==> src/rtl/mem_sequencer.sv <==
// mem_sequencer: owns the single port of the synapse/weight memory and
// time-shares it between the host bulk loader, the neuron-core scanner
// (valid/ready read-out stream) and single-entry learning updates.
module mem_sequencer #(
    parameter int DW    = 8,
    parameter int AW    = 4,
    parameter int DEPTH = 16
) (
    input  logic          clk,
    input  logic          rst_n,
    // host loader
    input  logic          load_start,
    input  logic          load_valid,
    input  logic [DW-1:0] load_data,
    output logic          load_done,
    // neuron-core scanner
    input  logic          scan_start,
    output logic          scan_valid,
    input  logic          scan_ready,
    output logic [DW-1:0] scan_data,
    output logic [AW-1:0] scan_addr,
    output logic          scan_last,
    // learning-unit updates
    input  logic          upd_req,
    input  logic [AW-1:0] upd_addr,
    input  logic [DW-1:0] upd_data,
    output logic          upd_gnt,
    // memory port
    output logic [AW-1:0] mem_addr,
    output logic          mem_we,
    output logic [DW-1:0] mem_wdata,
    input  logic [DW-1:0] mem_rdata,
    // status
    output logic          busy
);

    typedef enum logic [1:0] {
        IDLE         = 2'd0,
        LOAD         = 2'd1,
        SCAN_FETCH   = 2'd2,
        SCAN_PRESENT = 2'd3
    } state_t;

    localparam logic [AW-1:0] LAST_ADDR = AW'(DEPTH - 1);

    state_t        state_reg;
    logic [AW-1:0] ptr_reg;
    logic [AW-1:0] scan_addr_reg;
    logic [DW-1:0] scan_data_reg;
    logic          load_done_reg;
    logic          scan_valid_reg;
    logic          busy_reg;

    // Sequencer state, address pointer and the registered stream/status outputs.
    always_ff @(posedge clk or negedge rst_n) begin
        if (!rst_n) begin
            state_reg      <= IDLE;
            ptr_reg        <= '0;
            scan_addr_reg  <= '0;
            scan_data_reg  <= '0;
            load_done_reg  <= 1'b0;
            scan_valid_reg <= 1'b0;
            busy_reg       <= 1'b0;
        end else begin
            load_done_reg <= 1'b0;
            case (state_reg)
                IDLE: begin
                    // Starts outrank updates; an update that loses must be held.
                    if (load_start) begin
                        ptr_reg   <= '0;
                        state_reg <= LOAD;
                        busy_reg  <= 1'b1;
                    end else if (scan_start) begin
                        ptr_reg   <= '0;
                        state_reg <= SCAN_FETCH;
                        busy_reg  <= 1'b1;
                    end
                end
                LOAD: begin
                    // Gaps in load_valid simply stall the pointer.
                    if (load_valid) begin
                        ptr_reg <= ptr_reg + 1'b1;
                        if (ptr_reg == LAST_ADDR) begin
                            state_reg     <= IDLE;
                            busy_reg      <= 1'b0;
                            load_done_reg <= 1'b1;
                        end
                    end
                end
                SCAN_FETCH: begin
                    // Capture the entry so a later write to it cannot disturb
                    // the value being presented.
                    scan_data_reg  <= mem_rdata;
                    scan_addr_reg  <= ptr_reg;
                    scan_valid_reg <= 1'b1;
                    state_reg      <= SCAN_PRESENT;
                end
                SCAN_PRESENT: begin
                    if (scan_ready) begin
                        scan_valid_reg <= 1'b0;
                        if (scan_addr_reg == LAST_ADDR) begin
                            state_reg <= IDLE;
                            busy_reg  <= 1'b0;
                        end else begin
                            ptr_reg   <= ptr_reg + 1'b1;
                            state_reg <= SCAN_FETCH;
                        end
                    end
                end
                default: begin
                    state_reg      <= IDLE;
                    scan_valid_reg <= 1'b0;
                    busy_reg       <= 1'b0;
                end
            endcase
        end
    end

    // Memory port mux and update grant; forced quiet while reset is asserted.
    always_comb begin
        mem_addr  = '0;
        mem_we    = 1'b0;
        mem_wdata = '0;
        upd_gnt   = 1'b0;
        if (rst_n) begin
            case (state_reg)
                IDLE: begin
                    if (!load_start && !scan_start && upd_req) begin
                        upd_gnt   = 1'b1;
                        mem_we    = 1'b1;
                        mem_addr  = upd_addr;
                        mem_wdata = upd_data;
                    end
                end
                LOAD: begin
                    mem_addr  = ptr_reg;
                    mem_wdata = load_data;
                    mem_we    = load_valid;
                end
                SCAN_FETCH: begin
                    mem_addr = ptr_reg;
                end
                SCAN_PRESENT: begin
                    // Port is idle while the consumer holds the entry.
                    if (upd_req) begin
                        upd_gnt   = 1'b1;
                        mem_we    = 1'b1;
                        mem_addr  = upd_addr;
                        mem_wdata = upd_data;
                    end
                end
                default: begin
                    mem_we = 1'b0;
                end
            endcase
        end
    end

    assign load_done  = load_done_reg;
    assign scan_valid = scan_valid_reg;
    assign scan_data  = scan_data_reg;
    assign scan_addr  = scan_addr_reg;
    assign scan_last  = scan_valid_reg && (scan_addr_reg == LAST_ADDR);
    assign busy       = busy_reg;

endmodule
==> config.mk <==
export PLATFORM = sky130hd
export DESIGN_NAME = mem_sequencer
export DESIGN_NICKNAME = d
export VERILOG_FILES = /design/src/rtl/mem_sequencer.sv
export SDC_FILE = /design/constraint.sdc
export NUM_CORES = 1
export LEC_CHECK = 0
export BUFFER_PORTS_ARGS = -buffer_cell sky130_fd_sc_hd__buf_2
export CORE_AREA = 2 2 59 61
export CTS_CLUSTER_SIZE = 12
export DETAILED_ROUTE_END_ITERATION = 10
export DIE_AREA = 0 0 61 63
export PLACE_DENSITY_LB_ADDON = 0.2
export SETUP_SLACK_MARGIN = 0.05
export SYNTH_ARGS = -nofsm -noshare
export SYNTH_HDL_FRONTEND = slang
export SYNTH_SLANG_ARGS = --single-unit
==> constraint.sdc <==
create_clock -name clk -period 1.77 [get_ports clk]
set_input_delay 0.0885 -clock clk [delete_from_list [all_inputs] [get_ports clk]]
set_output_delay 0.0885 -clock clk [all_outputs]
set_load 0.03 [all_outputs]
# After elaboration in Yosys (flattened, before gate mapping)
# Cells that the tools add are included.
# totals
elab_cells	71
out_inout_bits	30
inputBits	35
register_bits	21
# classes
eq_ne	11
mux	39
addsub	1
n_reduce_logical	13
# ops
op	n
2-to-1 mux 4 bit	8
2-to-1 mux 8 bit	3
one-hot mux 4 bit (3 select lines)	2
one-hot mux 8 bit (3 select lines)	1
2-to-1 mux 1 bit	14
2-to-1 mux 2 bit	6
!= test 2 bit (second input constant)	5
equality test 4 bit (second input constant)	2
one-hot mux 2 bit (4 select lines)	1
one-hot mux 1 bit (3 select lines)	2
AND reduction 6 bit	1
AND reduction 5 bit	1
adder 4 x 1 -> 4 bit (second input constant)	1
equality test 2 bit (second input constant)	2
one-hot mux 1 bit (2 select lines)	2
AND reduction 4 bit	1
logical AND 1 bit	3
!= test 3 bit (second input constant)	1
nonzero test 3 bit	1
equality test 2 x 1 -> 1 bit (second input constant)	1
zero test 1 bit	2
zero test 2 bit	1
AND reduction 2 bit	1
nonzero test 2 bit	1
OR reduction 2 bit	1

# Longest topological paths before layout
# Gate-level depths: netlist of run 1.
# depth
depth_word	6
ltp_mapped	8
depth_no_buf	6

# Worst setup path before layout of run 1
# OpenSTA, ideal clock, no wires.
# synth_timing
path_kind	register -> output
start	reg state_reg[0]
end	out mem_addr[0]
required_time_ns	1.681
path_buffers	1
setup_slack_ns	-0.435
stages_incl_launch_ff	8
arrival_time_ns	2.116
cell_sequence	dfrtp_1 -> inv_1 -> ha_1 -> buf_6 -> nor3b_4 -> and2_4 -> nand2_1 -> a211oi_1
# synth_via
elab_chain_cells	4
word_cells_on_any_way	7
cone_classes	eq/ne (3); mux (2); reduce/logical (2)
# synth_rtl
item	line	source
start: declaration	46	state_t state_reg;
start signal: assignment	57	state_reg <= IDLE;
start signal: assignment	71	state_reg <= LOAD;
start signal: assignment	75	state_reg <= SCAN_FETCH;
equality test 2 bit / equality test 2 x 1 -> 1 bit (equally long branches)	126	case (state_reg)
OR reduction 2 bit (no source line)	-	
one-hot mux 4 bit (3 select lines) *	126	
2-to-1 mux 4 bit *	125	if (rst_n) begin
end: declaration	29	output logic [AW-1:0] mem_addr,
# Mark *: on every way between the ends. The rest lies on a longest branch, timed or not.

# Final worst setup path of run 1
# layout_timing
start	reg state_reg[0]
end	out mem_wdata[6]
# layout_via
elab_chain_cells	3
word_cells_on_any_way	5
cone_classes	eq/ne (2); mux (2); reduce/logical (1)
# layout_rtl
item	line	source
equality test 2 bit (tied with other cells)	126	
one-hot mux 8 bit (3 select lines) *	126	
2-to-1 mux 8 bit *	125	
end: declaration	31	output logic [DW-1:0] mem_wdata,
# Marks and branches as above.

==> results.cfg, run 1 <==
[synth]
synth_edf_count = 0
syn_area_sq_um = 1280
synth.area.top_cells = dfrtp_1 41%, mux2_2 11%, a22oi_1 7.0%
synth_cell_types = 35
syn_area_per_cell_sq_um = 10.3
ys_warn_count = 0
synth_flop_cell = dfrtp_1
synth.most_common_cell = dfrtp_1
synth_top_area_cell = dfrtp_1
syn-instance-count = 124
synth_commonest_cells = 21 x dfrtp_1, 14 x nor2_1, 13 x mux2_2
ys_seq_area_share_pct = 41.0
synth_top_area_share_pct = 41.0
async_flop_share_pct = 100
synthesis.nets = 164
ys_ff_latch = 21

[placed_design]
place_congestion = 0.812
dp_hpwl_microns = 2870
io_buffers = 64
placed_area_sq_um = 1850
dp_slack_ns = 0.0488

[critical_path]
crit_type = reg2out
r2r_start = state_reg[0]$_DFFE_PN0P_
critPathRequiredTime_ns = 1.68
slowest_stage = dfrtp_1
path_cells = inv_2, ha_4, nor3b_4, o21a_4, buf_6, a22oi_1, nor2_2, buf_6
cp_num_buf_inv = 3
r2r_cells = 7
max_stage_delay_ns = 0.42
r2r-end = state_reg[1]$_DFFE_PN0P_
startpoint_type = flip-flop
path_max_fanout = 7
crit_top_cell = buf_6
ff2ff_setup_slack_ns = 0.08
path_delay_family = flip-flops
crit_arrival_ns = 1.85
endpoint_kind = primary output

[floorplan]
die_w_microns = 61
core_area_sq_um = 3230
initial_core_util_pct = 39.6
rows = 21
die-area_sq_um = 3840
fp.dieH_microns = 63
io_pins = 65

[grt]
grt_first_pass_wirelength_microns = 5570
grt_max_degree = 14
grt_pass1_vias = 1323
track_usage_pct = 18.8
grt_overflow = 0
antenna_found_initial = 0

[clock_tree]
insertion_delay_ns = 0.30
clock_path_buffers = 2
clkSinkCount = 21
clk_pin_slew_ns = 0.11
htreeDepth = 1
root_buffer = clkbuf_4
numCtsBuffers = 3
cts_tree = built

[layout]
fillers = 274
area_growth_pct = 66.1
largest_register_ffs = 8
drive_above_1_share_pct = 69.4
antennaDiodeCount = 0
design_area_sq_um = 2130
nNetsFinal = 250

[sta]
timing.final.crit_share_pct = 110
fin_tns_setup_ns = -2.04
period_needed_ns = 1.94
timing.final.ws_setup_ns = -0.173
skew_ns = 0.00899
timing.hold.ws_ns = 0.0109
timing.final.hold_violations = 0
tightest_slew_ns = 0.443
relSlewSlack_pct = 70.4
rsz0062_at_grt = yes
setup_viol = 14
report.final.slew_viol_count = 0
fmax_mhz = 515

[route]
viasPerCell = 5.17
wire_per_inst_microns = 14.5
vias = 1319
drc_errors = 0
finalWirelength_microns = 3710
dr.pass1.iters = 4
drt_iter0_drc = 27
drtAntennaViolNets = 0

[power]
ir_drop_mv = 0.853
p_leak_nw = 0.972
finalPower_w = 0.00361
powerDensity_nw_per_um2 = 1690

[hold_path]
hold_depth = 2
hp-class = in2reg
min_from = mem_rdata[4]
min_to = scan_data[4]$_DFFE_PN0P_

[outcome]
status = complete, but fails checks
violations = setup timing

[flow_run]
drv_cap = 0
==> per-layer routing <==
metal  routed length (microns)  share of wire, %  vias to the layer above  GRT usage (%)
met4                        34              0.92                        0           6.52
met2                      1980                53                       57           32.7
met1                      1460                39                      635           23.8
met5                         0                 0                        -              0
li1                          -                 -                      623              -
met3                       232               6.3                        4           1.45
==> layout make-up <==
cell class | instances | area (sq um) | share of cell area (%)
clock buffers | 3 | 22.5 | 1.06
clock inverters | 1 | 5.00 | 0.235
inverters | 4 | 15.0 | 0.705
multi-input cells | 92 | 890 | 41.8
flip-flops and latches | 21 | 526 | 24.7
well taps | 46 | 57.6 | 2.70
repair buffers | 88 | 613 | 28.8
==> per-stage QoR <==
step	instances	util, %
2_1_floorplan	124	-
3_3_place_gp	240	57.3
3_5_place_dp	240	57.3
4_1_cts	251	63.6
5_1_grt	255	65.9
6_report	255	65.9
==> placed cells by master (no fill, tap or decap), drive strengths merged, types with 2 or more instances in the layout <==
master	instances
and2	2
inv	4
o2bb2ai	2
o21ai	2
nand4	3
a21oi	4
nand2	9
a22oi	12
nor3b	2
ha	5
dlygate4sd3	2
clkbuf	3
a211oi	5
nor2	14
mux2	14
mux2i	2
nor2b	3
a31oi	4
buf	86
dfrtp	21
==> kinds of logic (layout without fill, tap and decap cells) <==
family | Yosys count | after routing | share of synthesized area, %
flops | 21 | 21 | 41.0
fa+ha+maj | 5 | 5 | 4.88
simple gates | 39 | 39 | 17.1
mux | 16 | 16 | 13.9
buf+inv | 11 | 96 | 4.59
compound gates | 32 | 32 | 18.6
==> what timing repair did <==
action,in CTS,in global routing
gates resized for setup,35,12
gates cloned,1,0
buffers inserted,5,3
pin swaps,11,7
endpoints found under the hold margin,21,1
endpoints found under the setup margin,15,17
hold buffers,1,1
==> worst max-delay path by stage <==
stage / start / end / depth (start not counted)
floorplan: state_reg[0]$_DFFE_PN0P_ / mem_wdata[1] / 8
global route: state_reg[0]$_DFFE_PN0P_ / mem_wdata[5] / 8
global placement: state_reg[0]$_DFFE_PN0P_ / state_reg[1]$_DFFE_PN0P_ / 6
finish: state_reg[0]$_DFFE_PN0P_ / mem_wdata[6] / 8
CTS: state_reg[0]$_DFFE_PN0P_ / mem_wdata[4] / 8
detailed placement: state_reg[0]$_DFFE_PN0P_ / state_reg[1]$_DFFE_PN0P_ / 6
==> power breakdown <==
group	internal, W	switching, W
clock	0.0000841	0.000136
combinational	0.00117	0.00140
sequential	0.000679	0.000136
Note: power is estimated with default switching activity, not from simulation.
==> run 2, diff against run 1 <==
--- a/config.mk
+++ b/config.mk
@@ -6,12 +6,14 @@
 export NUM_CORES = 1
 export LEC_CHECK = 0
 export BUFFER_PORTS_ARGS = -buffer_cell sky130_fd_sc_hd__buf_2
+export CAP_MARGIN = 20
 export CORE_AREA = 2 2 59 61
 export CTS_CLUSTER_SIZE = 12
 export DETAILED_ROUTE_END_ITERATION = 10
 export DIE_AREA = 0 0 61 63
 export PLACE_DENSITY_LB_ADDON = 0.2
 export SETUP_SLACK_MARGIN = 0.05
+export SKIP_LAST_GASP = 1
 export SYNTH_ARGS = -nofsm -noshare
 export SYNTH_HDL_FRONTEND = slang
 export SYNTH_SLANG_ARGS = --single-unit
==> constraint.sdc (replaced) <==
create_clock -name clk -period 1.77 [get_ports clk]
set_input_delay 0.4425 -clock clk [delete_from_list [all_inputs] [get_ports clk]]
set_output_delay 0.4425 -clock clk [all_outputs]
set_load 0.03 [all_outputs]
==> results.cfg, run 2 (synthesized netlist as in run 1, its figures left out) <==
[outcome]
status = complete, but fails checks
violations = setup timing

[floorplan]
fp.dieH_microns = 63
initial_core_util_pct = 39.6
core_area_sq_um = 3230
io_pins = 65
rows = 21
die-area_sq_um = 3840
die_w_microns = 61

[critical_path]
crit_arrival_ns = 1.90
max_stage_delay_ns = 0.42
path_cells = inv_2, ha_4, nor3b_4, buf_4, and2_4, nand2_2, a211oi_4, buf_6
crit_type = reg2out
critPathRequiredTime_ns = 1.33
endpoint_kind = primary output
startpoint_type = flip-flop
path_max_fanout = 4
slowest_stage = dfrtp_1

[placed_design]
io_buffers = 64
placed_area_sq_um = 1900
place_congestion = 0.870
dpl.cell_count = 245
dp_hpwl_microns = 2660

[flow_run]
drv_cap = 0

[layout]
nNetsFinal = 260
layout_commonest_cell = buf_2
design_area_sq_um = 2320
final_cells = 265
antennaDiodeCount = 0
drive_above_1_share_pct = 72.1
fin_util_pct = 71.7
area_growth_pct = 80.9
largest_register_ffs = 8
final_cell_mix = 49 x buf_2, 22 x buf_4, 21 x dfrtp_1, 21 x buf_6

[clock_tree]
insertion_delay_ns = 0.30
cts_tree = built
htreeDepth = 1
clock_path_buffers = 2
clkSinkCount = 21
clk_pin_slew_ns = 0.12
root_buffer = clkbuf_4
numCtsBuffers = 3

[sta]
fmax_mhz = 426
timing.final.crit_share_pct = 133
setup_viol = 21
timing.final.hold_violations = 0
timing.final.ws_setup_ns = -0.576
skew_ns = 0.0121
period_needed_ns = 2.35
relSlewSlack_pct = 71.3
report.final.slew_viol_count = 0
rsz0062_at_grt = yes
tightest_slew_ns = 0.430

[route]
wl_met3_microns = 315
wl_met2_microns = 2120
wire_per_inst_microns = 15.4
vias = 1369
viasPerCell = 5.17
finalWirelength_microns = 4080
highest_layer = met4
drt_iter0_drc = 57
drtAntennaViolNets = 0
dr.pass1.iters = 4
wirelength_met1_microns = 1610
drc_errors = 0

[grt]
track_usage_pct = 21.1
antenna_found_initial = 0
grt_pass1_vias = 1385
grt_first_pass_wirelength_microns = 6240
grt_overflow = 0
grt_max_degree = 19

[hold_path]
hp-class = in2async

[power]
p_leak_nw = 1.05
powerDensity_nw_per_um2 = 1750
ir_drop_mv = 0.941
==> run 2: worst max-delay path: cells and delay by family (launching register included) <==
kind,cells,cell delay [ns]
compound gates,1,0.25
fa+ha+maj,1,0.13
flops,1,0.42
simple gates,3,0.42
buf+inv,3,0.39
==> run 2: final cells by class <==
type / count / area (sq um)
inverter: 4 / 15.0
fill: 231 / 915
timing repair buffer: 98 / 752
tap: 46 / 57.6
multi-input combinational: 92 / 940
clock inverter: 1 / 5.00
sequential: 21 / 526
clock buffer: 3 / 22.5
==> run 2: report_power, final <==
part	leakage [nW]	switching [W]	internal (W)
sequential	0.260	0.000128	0.000679
clock	0.0177	0.000135	0.0000840
combinational	0.771	0.00153	0.00150
==> run 2: what timing repair did <==
item                                    in CTS  in global routing
buffers inserted                             7                 10
pin swaps                                    8                  8
cloned                                       1                  0
resized for setup                           47                 14
hold buffers                                 1                  0
hold endpoints to repair                     3                  0
endpoints found under the setup margin      22                 22
==> run 2: worst paths after layout <==
| check | startpoint | slack [ns] | depth (start not counted) | endpoint |
|---|---|---|---|---|
| setup / recovery | state_reg[0]$_DFFE_PN0P_ | -0.58 | 8 | mem_addr[3] |
| hold / removal | rst_n | 0.14 | 2 | scan_data[0]$_DFFE_PN0P_ |
| setup reg to reg | state_reg[0]$_DFFE_PN0P_ | -0.28 | 9 | state_reg[1]$_DFFE_PN0P_ |
| hold reg to reg | scan_data[1]$_DFFE_PN0P_ | 0.51 | 1 | scan_data[1]$_DFFE_PN0P_ |
| max in group asynchronous | rst_n | 1.07 | 2 | load_done$_DFF_PN0_ |
| min in group clk | mem_rdata[2] | 0.36 | 2 | scan_data[2]$_DFFE_PN0P_ |
==> run 2: metrics by stage <==
step	TNS, ns	hold WS [ns]	total power [W]	worst slack, ns
global placement	-2.72	0.272	0.00307	-0.201
global route	-10.39	0.138	0.00433	-0.678
CTS	-6.83	0.138	0.00376	-0.540
detailed placement	-3.63	0.271	0.00313	-0.249
floorplan	-6.10	0.147	0.00244	-0.457
finish	-8.66	0.136	0.00406	-0.576
==> run 2: metal layers <==
| layer | global-route usage [%] | up-vias |
|---|---|---|
| met5 | 0 | - |
| met4 | 6.25 | 0 |
| met3 | 3.11 | 4 |
| met2 | 36.7 | 66 |
| met1 | 26.2 | 659 |
| li1 | - | 640 |
